File: config.mk
export PLATFORM = sky130hd
export DESIGN_NAME = led_bound_sequencer
export DESIGN_NICKNAME = d
export VERILOG_FILES = /design/src/rtl/led_seq_pkg.sv /design/src/rtl/led_thermo_enc.sv /design/src/rtl/led_bound_sequencer.sv
export SDC_FILE = /design/constraint.sdc
export NUM_CORES = 1
export LEC_CHECK = 0
export ABC_AREA = 1
export BUFFER_PORTS_ARGS = -buffer_cell sky130_fd_sc_hd__buf_2
export CAP_MARGIN = 20
export CORE_MARGIN = 2
export CORE_UTILIZATION = 60
export DETAILED_ROUTE_END_ITERATION = 8
export PLACE_DENSITY = 0.89
export SLEW_MARGIN = 25
export SYNTH_ARGS = -nofsm -noshare
export SYNTH_HDL_FRONTEND = slang
export SYNTH_SLANG_ARGS = --single-unit
File: constraint.sdc
create_clock -name clk -period 4.2 [get_ports clk]
set_input_delay 0.84 -clock clk [delete_from_list [all_inputs] [get_ports clk]]
set_output_delay 0.84 -clock clk [all_outputs]
set_load 0.03 [all_outputs]
File: src/rtl/led_seq_pkg.sv
// rtl/led_seq_pkg.sv - shared state type and reset defaults for led_bound_sequencer
// Default table reproduces the 16->6->11->0->6->0 flash pattern.
package led_seq_pkg;

  typedef enum logic {IDLE = 1'b0, RUN = 1'b1} seq_state_e;

  localparam int DEF_LED_W     = 16;
  localparam int DEF_LVL_W     = $clog2(DEF_LED_W + 1);
  localparam int DEF_MAX_STEPS = 8;
  localparam int DEF_LEN       = 6;
  localparam int DEF_TABLE [DEF_LEN] = '{16, 6, 11, 0, 6, 0};
  localparam logic [DEF_LED_W:0] DEF_KICK_MASK = 17'h00041;

  function automatic int def_level(input int i);
    return (i < DEF_LEN) ? DEF_TABLE[i] : 0;
  endfunction

endpackage

File: src/rtl/led_thermo_enc.sv
// rtl/led_thermo_enc.sv - level to thermometer-coded LED bus, led = (1<<level)-1
module led_thermo_enc
  import led_seq_pkg::*;
#(
  parameter int LED_W = DEF_LED_W,
  parameter int LVL_W = DEF_LVL_W
) (
  input  logic [LVL_W-1:0] level,
  output logic [LED_W-1:0] led
);

  always_comb begin
    led = '0;
    for (int i = 0; i < LED_W; i++) begin
      led[i] = (32'(level) > i);
    end
  end

endmodule

File: src/rtl/led_bound_sequencer.sv
// rtl/led_bound_sequencer.sv - table-driven LED bar sequencer, one level step per clock
// Optional kickback on flick in RUN is enabled by defining LED_SEQ_KICKBACK_EN.
module led_bound_sequencer
  import led_seq_pkg::*;
#(
  parameter int LED_W     = DEF_LED_W,
  parameter int MAX_STEPS = DEF_MAX_STEPS,
  parameter int LVL_W     = $clog2(LED_W + 1),
  parameter int IDX_W     = $clog2(MAX_STEPS)
) (
  input  logic             clk,
  input  logic             reset,
  input  logic             start,
  input  logic             flick,
  input  logic             cfg_we,
  input  logic [IDX_W-1:0] cfg_addr,
  input  logic [LVL_W-1:0] cfg_level,
  input  logic             len_we,
  input  logic [IDX_W:0]   len_in,
  input  logic             kick_we,
  input  logic [LED_W:0]   kick_mask,
  output logic [LED_W-1:0] led,
  output logic [LVL_W-1:0] level,
  output logic [IDX_W-1:0] step_idx,
  output logic             busy,
  output logic             done
);

  localparam logic [LVL_W-1:0] LVL_MAX = LVL_W'(LED_W);
  localparam logic [IDX_W:0]   LEN_MAX = (IDX_W+1)'(MAX_STEPS);
  localparam logic [IDX_W:0]   LEN_ONE = (IDX_W+1)'(1);
  localparam logic [IDX_W-1:0] IDX_ONE = IDX_W'(1);

  seq_state_e       state_q, state_d;
  logic [LVL_W-1:0] level_q, level_d;
  logic [IDX_W-1:0] idx_q, idx_d;
  logic             done_q, done_d;
  logic [IDX_W:0]   len_q, len_d;
  logic [LVL_W-1:0] tbl_q [MAX_STEPS];
  logic [LVL_W-1:0] tbl_d [MAX_STEPS];
  logic [LVL_W-1:0] target;
  logic             last_step;
  logic             kick;

  assign target    = tbl_q[idx_q];
  assign last_step = ({1'b0, idx_q} == (len_q - LEN_ONE));

`ifdef LED_SEQ_KICKBACK_EN
  logic [LED_W:0]   kick_q, kick_d;
  logic [LVL_W-1:0] prev_target;

  // "Descending into" a target means the previous table entry sits above it.
  assign prev_target = tbl_q[idx_q - IDX_ONE];
  assign kick = flick && (idx_q != '0) && !last_step && kick_q[level_q] &&
                ((target < level_q) || ((level_q == target) && (prev_target > target)));

  always_ff @(posedge clk or negedge reset) begin
    if (!reset) kick_q <= (LED_W+1)'(DEF_KICK_MASK);
    else        kick_q <= kick_d;
  end
`else
  logic unused_kick;
  assign unused_kick = ^{kick_we, kick_mask};
  assign kick = 1'b0;
`endif

  always_ff @(posedge clk or negedge reset) begin
    if (!reset) begin
      state_q <= IDLE;
      level_q <= '0;
      idx_q   <= '0;
      done_q  <= 1'b0;
      len_q   <= (IDX_W+1)'(DEF_LEN);
      for (int i = 0; i < MAX_STEPS; i++) begin
        tbl_q[i] <= LVL_W'(def_level(i));
      end
    end else begin
      state_q <= state_d;
      level_q <= level_d;
      idx_q   <= idx_d;
      done_q  <= done_d;
      len_q   <= len_d;
      tbl_q   <= tbl_d;
    end
  end

  always_comb begin
    state_d = state_q;
    level_d = level_q;
    idx_d   = idx_q;
    done_d  = 1'b0;
    len_d   = len_q;
    tbl_d   = tbl_q;
`ifdef LED_SEQ_KICKBACK_EN
    kick_d  = kick_q;
`endif
    unique case (state_q)
      IDLE: begin
        // Configuration is only accepted here; the table is frozen while busy.
        if (cfg_we) tbl_d[cfg_addr] = (cfg_level > LVL_MAX) ? LVL_MAX : cfg_level;
        if (len_we && (len_in != '0) && (len_in <= LEN_MAX)) len_d = len_in;
`ifdef LED_SEQ_KICKBACK_EN
        if (kick_we) kick_d = kick_mask;
`endif
        if ((start || flick) && (len_q != '0)) begin
          state_d = RUN;
          level_d = '0;
          idx_d   = '0;
        end
      end
      RUN: begin
        if (kick) begin
          idx_d   = idx_q - IDX_ONE;
          level_d = level_q + 1'b1;
        end else if (level_q < target) begin
          level_d = level_q + 1'b1;
        end else if (level_q > target) begin
          level_d = level_q - 1'b1;
        end else if (!last_step) begin
          idx_d = idx_q + IDX_ONE;
        end else begin
          state_d = IDLE;
          level_d = '0;
          idx_d   = '0;
          done_d  = 1'b1;
        end
      end
      default: state_d = IDLE;
    endcase
  end

  assign level    = level_q;
  assign step_idx = idx_q;
  assign busy     = (state_q == RUN);
  assign done     = done_q;

  led_thermo_enc #(
    .LED_W(LED_W),
    .LVL_W(LVL_W)
  ) u_thermo (
    .level(level_q),
    .led  (led)
  );

endmodule

==> results of run 1 <==
layer usage:
layer	routed length [µm]	vias to the layer above	global-route usage (%)
met4	140	0	8.73
met3	387	15	4.50
li1	-	1405	-
met1	3000	1320	31.4
met5	0	-	0
met2	3340	93	40.1
flip-flops by register name, indices dropped and copies added (netlist names):
signal / flops
busy: 1
step_idx: 3
level: 5
len_q: 4
tbl_q: 40
done: 1
cells in the mapped netlist (2+ instances only):
master    number  share of area (%)
nor3_1         2               0.32
nand2_1       90                 11
nor2_2         3               0.60
o22ai_1        8                1.6
a21oi_1       18                2.9
inv_1         53                6.3
dfrtp_1       44                 35
clkinv_1       2               0.24
nand3_1       19                3.0
ha_1          13                5.2
inv_2          4               0.48
nand2_2        5               0.99
buf_2          6               0.95
o211ai_1       5                1.2
nand4_1        5               0.99
o221ai_1       2               0.56
dfstp_2       10                8.3
nor2_1        23                2.7
o21ai_0       62                9.8
o21a_1         8                1.9
xor2_1         4                1.1
nor2_4         4                1.4
power by group through the flow:
stage,sequential [mW],clock [mW],combinational [mW]
4_1_cts,0.520,0.349,0.0327
3_5_place_dp,0.530,0,0.0327
3_3_place_gp,0.530,0,0.0319
5_1_grt,0.520,0.366,0.0372
6_report,0.520,0.344,0.0324
2_1_floorplan,0.530,0,0.00978
cell families (layout without fill, tap and decap cells):
group	count (synthesis)	in the layout	share of synthesized area [%]
AND/OR/NAND/NOR	156	156	23.1
AO/OA/AOI/OAI	104	104	18.1
buffers and inverters	69	111	8.61
flip-flops	54	54	43.3
adder cells (fa/ha/maj)	13	13	5.16
XOR/XNOR	5	5	1.39
multiplexers	1	1	0.317
area by class of cell:
class,instances,area (µm²)
Clock buffer,6,72.6
Tap cell,70,87.6
Sequential cell,54,1360
Timing Repair Buffer,44,223
Inverter,59,221
Fill cell,421,1550
Multi-Input combinational cell,279,1520
Clock inverter,2,37.5
worst max-delay path, cell delays in order (launching register included):
cell and delay, ps:
dfrtp_1 950, inv_1 460, a21oi_1 230, o21ai_0 120, nand3_1 110, nand2_1 60, ha_1 300, nand2_2 110
inv_1 60, nand2_1 110, nand3_2 180, nand2_4 150, nand2_2 100, nand2_1 130, nand2_1 60, nand2_1 100
metrics by stage:
step	power (mW)	hold WS, ps
after global placement	0.562	461
after floorplan	0.540	448
final	0.897	488
after CTS	0.901	491
after global routing	0.923	512
after detailed placement	0.563	468
worst min path at each step:
stage	start	to	slack [ps]
2_1_floorplan	tbl_q[15]$_DFFE_PN0P_	tbl_q[15]$_DFFE_PN0P_	450
3_3_place_gp	tbl_q[35]$_DFFE_PN0P_	tbl_q[35]$_DFFE_PN0P_	460
3_5_place_dp	tbl_q[35]$_DFFE_PN0P_	tbl_q[35]$_DFFE_PN0P_	470
4_1_cts	tbl_q[18]$_DFFE_PN0P_	tbl_q[18]$_DFFE_PN0P_	490
5_1_grt	tbl_q[24]$_DFFE_PN0P_	tbl_q[24]$_DFFE_PN0P_	510
6_report	tbl_q[35]$_DFFE_PN0P_	tbl_q[35]$_DFFE_PN0P_	490
==> qor.yml, run 1 <==
worst_setup_path:
  reg2reg_depth: 15
  worstSetupEndpoint: "step_idx[0]$_DFFE_PN0P_"
  required_ps: 4450
  reg2reg_setup_slack_ps: 890
  cp.arrival_ps: 3560
  cp-startpoint: "step_idx[0]$_DFFE_PN0P_"
  cp-start-kind: "flip-flop"
  r2r-end: "step_idx[0]$_DFFE_PN0P_"
  end_kind: "flip-flop"
  r2r-start: "step_idx[0]$_DFFE_PN0P_"
  path_max_fanout: 31
  path_class: "reg2reg"
drt:
  ant_nets: 0
  drt_iter0_drc: 179
  first_pass_iters: 4
  drc: 0
  wl_per_cell_um: 13.4
  via_count: 2833
  vias_per_cell: 5.51
  routed_wirelength_um: 6870
clock_tree:
  cts.root.buffer_cell: "clkbuf_8"
  postCtsHoldBufs: 0
  clk_latency_ps: 310
  cts_tree: "built"
  post_cts_buffers: 0
  clkTransAtPathRegs_ps: 100
  htreeDepth: 2
  clock_path_buffers: 2
  cts_resized: 0
  cts-buffers-inserted: 5
  cts_sinks: 54
final_layout:
  antenna_cells: 0
  postLayoutCellArea_mm2: 0.00352
  final_cell_mix: "90 x nand2_1, 62 x o21ai_0, 53 x inv_1"
  drive_gt1_share_pct: 18.5
  finalNonFillerCells: 514
  final_util_pct: 69.4
  final_common_cell: "nand2_1"
  nets: 492
  synthToLayoutAreaGrowth_pct: 11.7
synthesis:
  synthCells: 402
  synth_ff_type: "dfrtp_1"
  syn-cell-area_mm2: 0.00315
  synth-edff-count: 0
  synth.avg_cell_area_um2: 7.84
  postSynth.asyncResetShare_pct: 100
  yosysSeqAreaShare_pct: 43.3
  ys_types: 34
  synth_fp_nets: 451
  yosysWarnings: 0
  ys_seq_elements: 54
sta:
  slew_headroom_pct: 38.9
  clock.fmax_ghz: 0.302
  min_period_ps: 3310
  worst_pin_slew_ps: 917
  setup_tns_ps: 0
  hold_viol: 0
  finalSetupViolations: 0
  rsz0062_at_grt: "false"
  slew_violations: 0
  clock-skew-final_ps: 10.4
  postLayoutSetupSlackWorst_ps: 889
  finalCritPeriodShare_pct: 78.8
global_routing:
  antenna_found_initial: 0
  grt_max_degree: 35
  grt_pass1_vias: 2534
  gr-usage-all-layers_pct: 24.0
  overflow: 0
  grt_pass1_wl_um: 11300
pwr:
  p_leak_nw: 1.73
  p_sw_mw: 0.190
  p_sw_share_pct: 21.2
  p_int_mw: 0.707
  clkPwrFrac_pct: 38.4
  powerDensity_mw_per_mm2: 254
  pwr-share-seq_pct: 58.0
  vdd_drop_max_uv: 182
  p_comb_share_pct: 3.6
floorplanning:
  start_util_pct: 62.1
  core_region_area_mm2: 0.00507
  die_x_um: 76.5
  dieArea_mm2: 0.00585
  ios: 62
  die_h_um: 76.5
  rows: 26
place:
  hpwlAfterDp_um: 5030
  post-place-ws_ps: 932
  gp_congestion: 0.853
  dp_cells: 506
  placed_area_mm2: 0.00341
  io_buffer_count: 43
flow_run:
  drv_cap: 0
worst_hold_path:
  min_path_cells: 2
  hold_class: "reg2reg"
status:
  status: "complete, no violations"
(Power assumes the default switching activity.)
==> run 2: changes to the inputs <==
--- a/config.mk
+++ b/config.mk
@@ -9,9 +9,9 @@
 export BUFFER_PORTS_ARGS = -buffer_cell sky130_fd_sc_hd__buf_2
 export CAP_MARGIN = 20
 export CORE_MARGIN = 2
-export CORE_UTILIZATION = 60
+export CORE_UTILIZATION = 55
 export DETAILED_ROUTE_END_ITERATION = 8
-export PLACE_DENSITY = 0.89
+export PLACE_DENSITY = 0.83
 export SLEW_MARGIN = 25
 export SYNTH_ARGS = -nofsm -noshare
 export SYNTH_HDL_FRONTEND = slang
==> constraint.sdc (replaced) <==
create_clock -name clk -period 3.38 [get_ports clk]
set_input_delay 0.676 -clock clk [delete_from_list [all_inputs] [get_ports clk]]
set_output_delay 0.676 -clock clk [all_outputs]
set_load 0.03 [all_outputs]
==> run 2 against run 1 <==
  * Die area grew 8.6%
  * Total power grew 26%
  * Hold slack lost 99 ps
  * Cell count grew 0.58%
  * Flip-flop and latch count is the same
  * Utilization shrank 5.1 points
  * Cell area grew 0.53%
  * Maximum frequency grew 21%
  * Via count shrank 0.67%
  * Count of clock-buffer cells in the layout grew 1
  * Wire length shrank 1.3%
  * Clock power grew 28%
  * Largest cell class unchanged
  * Largest power group unchanged
  * Highest routed layer unchanged
==> qor.yml, run 2 (synthesized netlist as in run 1, its figures left out) <==
clock_tree:
  postCtsHoldBufs: 0
  cts_resized: 0
  cts-buffers-inserted: 5
  htreeDepth: 2
  clock_path_buffers: 2
  cts_sinks: 54
  post_cts_buffers: 0
  clk_latency_ps: 310
  cts.root.buffer_cell: "clkbuf_8"
  clkTransAtPathRegs_ps: 90
  cts_tree: "built"
final_layout:
  final_cell_mix: "90 x nand2_1, 62 x o21ai_0, 53 x inv_1"
  drive_gt1_share_pct: 18.7
  seqCellArea_mm2: 0.00136
  final_common_cell: "nand2_1"
  multi_input_area_mm2: 0.00152
  nets: 493
  largest_reg_flops: 40
  top_register: "tbl_q"
  synthToLayoutAreaGrowth_pct: 12.3
  n_fill_cell: 491
  final_util_pct: 64.3
  antenna_cells: 0
floorplanning:
  rows: 27
  die_h_um: 79.7
  ios: 62
  core_region_area_mm2: 0.00551
  dieArea_mm2: 0.00635
  die_x_um: 79.7
  start_util_pct: 57.3
drt:
  wl_per_cell_um: 13.1
  via_count: 2814
  routed_wirelength_um: 6780
  ant_nets: 0
  first_pass_iters: 4
  vias_per_cell: 5.44
  drc: 0
  drt_iter0_drc: 156
worst_setup_path:
  required_ps: 3630
  cp.arrival_ps: 2970
  path_class: "reg2reg"
  end_kind: "flip-flop"
  path_max_fanout: 16
  cp-startpoint: "step_idx[0]$_DFFE_PN0P_"
  cp-start-kind: "flip-flop"
  r2r-start: "step_idx[0]$_DFFE_PN0P_"
sta:
  slew_violations: 0
  finalSetupViolations: 0
  finalCritPeriodShare_pct: 80.7
  hold_viol: 0
  min_period_ps: 2730
  clock.fmax_ghz: 0.367
  rsz0062_at_grt: "false"
  setup_tns_ps: 0
  worst_pin_slew_ps: 647
  clock-skew-final_ps: 7.21
  slew_headroom_pct: 56.9
pwr:
  vdd_drop_max_uv: 226
  powerDensity_mw_per_mm2: 318
  p_leak_nw: 1.75
worst_hold_path:
  hold_class: "in2async"
global_routing:
  antenna_found_initial: 0
  grt_pass1_wl_um: 11600
  grt_max_degree: 54
  grt_pass1_vias: 2681
  overflow: 0
  gr-usage-all-layers_pct: 23.3
place:
  gp_congestion: 0.924
  io_buffer_count: 43
  hpwlAfterDp_um: 5070
status:
  status: "complete, no violations"
flow_run:
  drv_cap: 0
[run 2: where the power goes]
group          internal [mW]  total, mW  switching (mW)
clock network          0.242      0.441           0.200
logic                 0.0110     0.0401          0.0291
registers              0.646      0.646               0
total                  0.899       1.13           0.229
[run 2: final cells by class]
type                       instances  area share (%)
clock buffer                       7            2.44
clock inverter                     1           0.848
inverter                          59            6.25
multi-input combinational        279            42.8
sequential                        54            38.5
tap                               72            2.54
timing repair buffer              45            6.57
[run 2: path summary, 6_finish.rpt]
check                      slack [ps]  cells after the start                       to
max                               650                     15  step_idx[1]$_DFFE_PN0P_
min                               390                      1    tbl_q[12]$_DFFE_PN0P_
max reg2reg                       650                     15  step_idx[1]$_DFFE_PN0P_
min reg2reg                       490                      2    tbl_q[20]$_DFFE_PN0P_
max in group asynchronous        2390                      2     len_q[2]$_DFFE_PN1P_
min in group clk                  490                      2    tbl_q[20]$_DFFE_PN0P_
[run 2: through the flow]
step,instance area [µm²],setup slack (ps),power (mW),std cells,hold WS (ps)
global placement,3420,725,0.698,509,462
CTS,3540,630,1.14,517,406
detailed placement,3430,652,0.699,509,468
global route,3540,351,1.17,517,444
finish,3540,653,1.13,517,389
floorplan,3150,871,0.671,402,380
[run 2: critical path, cell delays in order (launching register included)]
cell and delay (ps):
dfrtp_1 610, inv_1 330, a21oi_1 210, o21ai_0 100, nand3_1 110, nand2_1 90
ha_1 300, nand2_2 100, inv_1 60, nand2_1 100, nand3_2 170, nand2_4 140
nand2_2 100, nand2_1 130, nand2_1 60, nand2_1 80
[run 2: per-layer routing]
layer | track usage (%) | part of all wire (%)
met4 | 8.10 | 1.1
met1 | 29.7 | 44
met5 | 0 | 0
met2 | 40.3 | 50
met3 | 3.73 | 4.7
